File: src/rtl/prime_check_if.sv
// Request/response bus between prime_check (requester) and the divmod unit.
interface prime_check_if #(
    parameter int W = 16
);
    logic         dm_go;
    logic [W-1:0] dm_a;
    logic [W-1:0] dm_b;
    logic         dm_ready;
    logic         dm_error;
    logic [W-1:0] dm_div;
    logic [W-1:0] dm_mod;

    modport master (
        output dm_go, dm_a, dm_b,
        input  dm_ready, dm_error, dm_div, dm_mod
    );

    modport slave (
        input  dm_go, dm_a, dm_b,
        output dm_ready, dm_error, dm_div, dm_mod
    );
endinterface

File: src/rtl/prime_check.sv
// Trial-division primality tester driving a shared divmod unit with n/d requests
// for d = 2, 3, ...; the sqrt bound comes from comparing the quotient against d.
module prime_check #(
    parameter int W = 16
) (
    input  logic          clk,
    input  logic          rst,
    input  logic          go,
    input  logic [W-1:0]  n,
    output logic          ready,
    output logic          is_prime,
    output logic [W-1:0]  factor,
    output logic          error,
    prime_check_if.master dm
);
    typedef enum logic [1:0] {IDLE, ISSUE, WAIT, EVAL} state_t;

    state_t       state;
    state_t       state_next;
    logic [W-1:0] n_r;
    logic [W-1:0] d;
    logic         wait_first;
    logic         accept;
    logic         issue_fire;
    logic         eval_done;

    assign accept    = (state == IDLE) && ready && go;
    assign eval_done = dm.dm_error || (dm.dm_div < d) || (dm.dm_mod == '0);

    assign dm.dm_go = issue_fire;
    assign dm.dm_a  = n_r;
    assign dm.dm_b  = d;

    always_ff @(posedge clk or negedge rst) begin
        if (!rst) begin
            state      <= IDLE;
            ready      <= 1'b1;
            is_prime   <= 1'b0;
            factor     <= '0;
            error      <= 1'b0;
            n_r        <= '0;
            d          <= '0;
            wait_first <= 1'b0;
        end else begin
            state      <= state_next;
            wait_first <= issue_fire;
            case (state)
                IDLE: begin
                    // A candidate below 2 keeps us in IDLE, so ready drops for one cycle only.
                    if (accept) begin
                        n_r      <= n;
                        d        <= W'(2);
                        is_prime <= 1'b0;
                        factor   <= '0;
                        error    <= 1'b0;
                        ready    <= 1'b0;
                    end else begin
                        ready    <= 1'b1;
                    end
                end
                EVAL: begin
                    if (dm.dm_error) begin
                        error    <= 1'b1;
                        ready    <= 1'b1;
                    end else if (dm.dm_div < d) begin
                        is_prime <= 1'b1;
                        ready    <= 1'b1;
                    end else if (dm.dm_mod == '0) begin
                        factor   <= d;
                        ready    <= 1'b1;
                    end else begin
                        d        <= d + W'(1);
                    end
                end
                default: ;
            endcase
        end
    end

    always_comb begin
        state_next = state;
        issue_fire = 1'b0;
        case (state)
            IDLE: begin
                if (accept && (n >= W'(2))) state_next = ISSUE;
            end
            ISSUE: begin
                if (dm.dm_ready) begin
                    issue_fire = 1'b1;
                    state_next = WAIT;
                end
            end
            WAIT: begin
                // divmod is still dropping ready in the first WAIT cycle.
                if (!wait_first && dm.dm_ready) state_next = EVAL;
            end
            EVAL: begin
                state_next = eval_done ? IDLE : ISSUE;
            end
            default: state_next = IDLE;
        endcase
    end
endmodule

File: src/flat_wrapper.sv
// flat-port wrapper written by rule: the top's interface ports become plain ports
module prime_check_flat 
#(
    parameter int W = 16
)
  (clk, rst, go, n, ready, is_prime, factor, error, dm_dm_go, dm_dm_a, dm_dm_b, dm_dm_ready, dm_dm_error, dm_dm_div, dm_dm_mod);
  prime_check_if #(.W(W)) dm_i ();
  input  logic clk;
  input  logic rst;
  input  logic go;
  input  logic [W-1:0] n;
  output logic ready;
  output logic is_prime;
  output logic [W-1:0] factor;
  output logic error;
  output wire logic [$bits(dm_i.dm_go)-1:0] dm_dm_go;
  output wire logic [$bits(dm_i.dm_a)-1:0] dm_dm_a;
  output wire logic [$bits(dm_i.dm_b)-1:0] dm_dm_b;
  input wire logic [$bits(dm_i.dm_ready)-1:0] dm_dm_ready;
  input wire logic [$bits(dm_i.dm_error)-1:0] dm_dm_error;
  input wire logic [$bits(dm_i.dm_div)-1:0] dm_dm_div;
  input wire logic [$bits(dm_i.dm_mod)-1:0] dm_dm_mod;
  assign dm_dm_go = dm_i.dm_go;
  assign dm_dm_a = dm_i.dm_a;
  assign dm_dm_b = dm_i.dm_b;
  assign dm_i.dm_ready = dm_dm_ready;
  assign dm_i.dm_error = dm_dm_error;
  assign dm_i.dm_div = dm_dm_div;
  assign dm_i.dm_mod = dm_dm_mod;
  prime_check #(.W(W)) u_core (.clk(clk), .rst(rst), .go(go), .n(n), .ready(ready), .is_prime(is_prime), .factor(factor), .error(error), .dm(dm_i));
endmodule
File: config.mk
export PLATFORM = sky130hd
export DESIGN_NAME = prime_check_flat
export DESIGN_NICKNAME = d
export VERILOG_FILES = /design/src/rtl/prime_check_if.sv /design/src/rtl/prime_check.sv /design/src/flat_wrapper.sv
export SDC_FILE = /design/constraint.sdc
export NUM_CORES = 1
export LEC_CHECK = 0
export BUFFER_PORTS_ARGS = -buffer_cell sky130_fd_sc_hd__buf_2
export CAP_MARGIN = 10
export CORE_MARGIN = 2
export CORE_UTILIZATION = 55
export CTS_CLUSTER_DIAMETER = 50
export CTS_CLUSTER_SIZE = 16
export DETAILED_ROUTE_END_ITERATION = 16
export HOLD_SLACK_MARGIN = 0.06
export PLACE_DENSITY = 0.85
export SETUP_SLACK_MARGIN = 0.4
export SLEW_MARGIN = 40
export SYNTH_ARGS = -nofsm -noshare
export SYNTH_HDL_FRONTEND = slang
export SYNTH_SLANG_ARGS = --single-unit
File: constraint.sdc
create_clock -name clk -period 5.7 [get_ports clk]
set_input_delay 0.855 -clock clk [delete_from_list [all_inputs] [get_ports clk]]
set_output_delay 0.855 -clock clk [all_outputs]
set_load 0.02 [all_outputs]
# Word-level counts from Yosys, hierarchy flattened
# Cells that the tools add are included.
[totals] ff_bits=54 inputBits=53 word_cells=70
[op_classes] n_addsub=1 magnitude_cmp=2 eq_ne=14 muxes=28 reduce_logical=17
[op_table] operator="$mux 16" count=8
[op_table] operator="$pmux 16 s2" count=2
[op_table] operator="$add 16x1->16 const B" count=1
[op_table] operator="$ge 16x2->1 const B" count=1
[op_table] operator="$logic_not 16->1" count=1
[op_table] operator="$lt 16x16->1" count=1
[op_table] operator="$ne 2x2->1 const B" count=6
[op_table] operator="$mux 1" count=11
[op_table] operator="$reduce_and 5->1" count=2
[op_table] operator="$ne 2x1->1 const B" count=4
[op_table] operator="$pmux 2 s4" count=1
[op_table] operator="$mux 2" count=3
[op_table] operator="$pmux 1 s2" count=3
[op_table] operator="$reduce_and 3->1" count=2
[op_table] operator="$eq 2x2->1 const B" count=2
[op_table] operator="$logic_and 1x1->1" count=4
[op_table] operator="$ne 4x2->1 const B" count=1
[op_table] operator="$reduce_and 2->1" count=2
[op_table] operator="$reduce_and 4->1" count=1
[op_table] operator="$eq 2x1->1 const B" count=1
[op_table] operator="$logic_not 2->1" count=1
[op_table] operator="$logic_or 1x1->1" count=2
[op_table] operator="$reduce_bool 2->1" count=1
[op_table] operator="$logic_not 1->1" count=1

# Longest topological paths before layout
[logic_depth] depth_word=6 ltp_mapped=9

# Least setup slack after synthesis
# No wires, ideal clock.
[synth_timing] path_type="input-to-reg" startpoint="input port dm_dm_div[13]" endpoint="register u_core.state[0]" t_arrival_ps=2540 setup_slack_ps=3031 cell_stages=7 n_path_buf=1 path_cell_list="ha_1 > a21o_1 > a21o_1 > a2111oi_1 > buf_4 > a21oi_1 > o41a_1"
[synth_between] elab_chain_len=5
[synth_lines] element="from (decl)" line_no="flat_wrapper.sv:21" rtl="input wire logic [$bits(dm_i.dm_div)-1:0] dm_dm_div;"
[synth_lines] element="$lt 16x16->1" line_no="prime_check.sv:28" rtl="assign eval_done = dm.dm_error || (dm.dm_div < d) || (dm.dm_mod == '0);"
[synth_lines] element="$logic_or 1x1->1 (2 in series)" line_no="prime_check.sv:28"
[synth_lines] element="$mux 1" line_no="prime_check.sv:98" rtl="state_next = eval_done ? IDLE : ISSUE;"
[synth_lines] element="$pmux 2 s4" line_no="prime_check.sv:83" rtl="case (state)"
[synth_lines] element="to (signal assigned)" line_no="prime_check.sv:45" rtl="state <= state_next;"
[synth_lines] element="to (decl)" line_no="prime_check.sv:18" rtl="state_t state;"
# No other way between the ends.
# A chain may end at the register's enable or synchronous reset.

# Worst setup path after layout
[layout_timing] startpoint="input port dm_dm_div[15]" endpoint="register u_core.factor[13]"
[layout_between] elab_chain_len=3
[layout_lines] element="$lt 16x16->1" line_no="prime_check.sv:65" rtl="end else if (dm.dm_div < d) begin"
[layout_lines] element="$ne 2x2->1 (no source line)"
[layout_lines] element="$reduce_and 5->1 (no source line)"
[layout_lines] element="to (signal assigned)" line_no="prime_check.sv:39" rtl="factor <= '0;"
[layout_lines] element="to (signal assigned)" line_no="prime_check.sv:54" rtl="factor <= '0;"
[layout_lines] element="to (signal assigned)" line_no="prime_check.sv:69" rtl="factor <= d;"
[layout_lines] element="to (decl)" line_no="prime_check.sv:12" rtl="output logic [W-1:0] factor,"
# No other way between the ends.

==> flow_metrics.env <==
export IMPL_timing_fmax_mhz=344
export IMPL_n_antenna_cell=0
export IMPL_globalplace_congestion=0.870
export IMPL_regArea_um2=1350
export IMPL_reg2reg_depth=7
export IMPL_areaGrowthSynthToFinish_pct=19.9
export IMPL_finalSetupViolCount=0
export IMPL_yosysWarnings=0
export IMPL_synth_net_count=412
export IMPL_cts_root_buffer="clkbuf_8"
export IMPL_cp_endpoint="u_core.factor[13]$_DFFE_PN0P_"
export IMPL_power_density_nw_per_um2=416
export IMPL_fin_area_um2=3930
export IMPL_clkTransAtPathRegs_ns=0.10
export IMPL_ios=105
export IMPL_dp_cells=499
export IMPL_worst_slack_ns=2.79
export IMPL_synthArstFlopShare_pct=100
export IMPL_ys_ff_latch=54
export IMPL_ant_nets=0
export IMPL_grt_setup_unrepaired="no"
export IMPL_slew_viol_final=0
export IMPL_end_kind="register"
export IMPL_fillers=460
export IMPL_clock_path_buffers=2
export IMPL_post_drt_via_cell_ratio=5.94
export IMPL_ys_flop_type="dfrtp_1"
export IMPL_crit_type="input pin to register"
export IMPL_ys_seq_area_share_pct=41.3
export IMPL_htreeDepth=2
export IMPL_grt_overflow_total=0
export IMPL_cts_buffers=5
export IMPL_first_iter_violations=243
export IMPL_required_ns=5.86
export IMPL_drcViolationCount=0
export IMPL_wire_per_inst_um=16.2
export IMPL_cts_repair_resized=0
export IMPL_layout_min_cycle_time_ns=2.91
export IMPL_cp_max_fo=16
export IMPL_netlist_area_leader_share_pct=40.5
export IMPL_ys_top_cells_by_count="66 x nand2_1, 53 x dfrtp_1, 21 x ha_1, 21 x o2111ai_1, 20 x inv_1"
export IMPL_start_kind="input pin"
export IMPL_antenna_found_initial=0
export IMPL_dr_pass1_iters=5
export IMPL_cts_hold_buf=0
export IMPL_post_cts_buffers=0
export IMPL_fp_coreArea_um2=5850
export IMPL_grt_max_degree=55
export IMPL_placed_area_um2=3840
export IMPL_hp_class="register to register"
export IMPL_max_cap_violations=0
export IMPL_grt_usage_pct=26.0
export IMPL_r2r_slack_ns=2.86
export IMPL_relSlewSlack_pct=47.8
export IMPL_whs_path_depth=2
export IMPL_r2r_end="u_core.factor[13]$_DFFE_PN0P_"
export IMPL_dieHeight_um=81.2
export IMPL_final_nets=505
export IMPL_dieArea_um2=6590
export IMPL_placementRows=28
export IMPL_status="completed"
export IMPL_yosysMostFrequentCell="nand2_1"
export IMPL_arrival_ns=3.07
export IMPL_avgSynthCellArea_um2=9.69
export IMPL_min_period_over_period_pct=51.0
export IMPL_reg2reg_from="u_core.dm.dm_b[3]$_DFFE_PN0P_"
export IMPL_fin_tns_setup_ns=0
export IMPL_grt_pass1_vias=2886
export IMPL_vdd_drop_max_mv=0.252
export IMPL_p_leak_uw=0.00186
export IMPL_multi_input_area_um2=1770
export IMPL_worstMarginPinSlew_ns=0.781
export IMPL_synth_top_cell_by_area="dfrtp_1"
export IMPL_worstSetupStartpoint="dm_dm_div[15]"
export IMPL_syn_area_um2=3280
export IMPL_drive_gt1_share_pct=33.3
export IMPL_place_hpwl_um=6160
export IMPL_worstSkewPairLatency_ns=0.30
export IMPL_synthDistinctLibCells=40
export IMPL_vias=3014
export IMPL_synth_edff_count=0
export IMPL_synth_area_top_cells="dfrtp_1 40%, ha_1 8.0%, nand2_1 7.6%, mux2_2 5.8%, o2111ai_1 5.6%"
export IMPL_finalWirelength_um=8240
export IMPL_whs_ns=0.500
export IMPL_finClkSkew_ns=0.00527
export IMPL_synthCells=338
export IMPL_die_w_um=81.2
export IMPL_cts_sinks=54
export IMPL_initial_core_util_pct=56.0
export IMPL_layout_cells_non_filler=507
export IMPL_cts_tree="built"
export IMPL_dp_slack_ns=2.52
export IMPL_hold_violations=0
export IMPL_grt_pass1_wl_um=13500
export IMPL_port_buffers=104
==> placed cells by master (no fill, tap or decap), drive strengths merged, types with 2 or more instances in the layout <==
cell       n
a211oi     5
dfrtp     53
nor4       8
a211o      2
buf      108
mux2      17
nand2     66
o211ai    18
nand4     10
a2111oi    6
a21o       2
nor3       3
clkbuf     5
o2111ai   21
and2       3
mux2i     17
inv       20
nand3      7
nor2      10
a21oi      8
o21ai      3
clkinv     2
and3       2
ha        21
nand2b     2
==> report_power, final <==
group | switching, uW | internal (uW) | total (uW)
sequential | 92.0 | 509 | 601
combinational | 522 | 297 | 819
clock | 126 | 86.6 | 213
==> how the worst min path moves through the flow <==
stage	startpoint	end	slack (ns)
4_1_cts	u_core.ready$_DFFE_PN1P_	u_core.ready$_DFFE_PN1P_	0.50
3_3_place_gp	u_core.ready$_DFFE_PN1P_	u_core.ready$_DFFE_PN1P_	0.48
6_report	u_core.ready$_DFFE_PN1P_	u_core.ready$_DFFE_PN1P_	0.50
3_5_place_dp	u_core.ready$_DFFE_PN1P_	u_core.ready$_DFFE_PN1P_	0.49
2_1_floorplan	u_core.ready$_DFFE_PN1P_	u_core.ready$_DFFE_PN1P_	0.51
5_1_grt	u_core.dm.dm_a[7]$_DFFE_PN0P_	u_core.dm.dm_a[7]$_DFFE_PN0P_	0.52
==> logic make-up (layout without fill, tap and decap cells) <==
group / count (synthesis) / count (layout) / synth area share (%)
AOI/OAI and AO/OA: 72 / 72 / 18.6
adders and majority gates: 21 / 21 / 8.02
buffers and inverters: 42 / 136 / 5.16
DFF: 54 / 54 / 41.3
muxes: 34 / 34 / 11.0
and+or+nand+nor: 115 / 115 / 15.9
==> critical path, cell delays in order <==
cell and delay (ns):
buf_2 0.10, ha_1 0.32, nand4_1 0.20, a211o_1 0.30, o31a_1 0.43, a21oi_2 0.65, o211ai_1 0.20
==> per-layer routing <==
| metal | vias up | global-route usage [%] | wire length (um) | share of wire, % |
|---|---|---|---|---|
| met5 | - | 0 | 0 | 0 |
| met4 | 0 | 7.46 | 111 | 1.3 |
| met3 | 14 | 4.44 | 617 | 7.5 |
| met2 | 140 | 44.1 | 3910 | 47 |
| met1 | 1425 | 34.4 | 3600 | 44 |
| li1 | 1435 | - | - | - |
==> metrics by stage <==
| stage | total power (uW) | utilization [%] |
|---|---|---|
| 3_5_place_dp | 1430 | 65.6 |
| 6_report | 1630 | 67.2 |
| 3_3_place_gp | 1390 | 65.5 |
| 4_1_cts | 1640 | 67.2 |
| 2_1_floorplan | 1190 | - |
| 5_1_grt | 1750 | 67.2 |
==> flip-flops by register name, indices dropped and copies added, names as in the netlist <==
name and count:
u_core.dm.dm_a 16, u_core.dm.dm_b 16, u_core.factor 16, u_core.state 2, u_core.error 1, u_core.is_prime 1
u_core.ready 1, u_core.wait_first 1
==> layout make-up <==
cell class | instances | area share, %
flip-flops and latches | 54 | 34.4
repair buffers | 108 | 14.0
inverters | 20 | 1.91
clock inverters | 3 | 0.541
clock buffers | 5 | 1.75
well taps | 75 | 2.39
multi-input cells | 242 | 45.0
(Power assumes the default switching activity.)
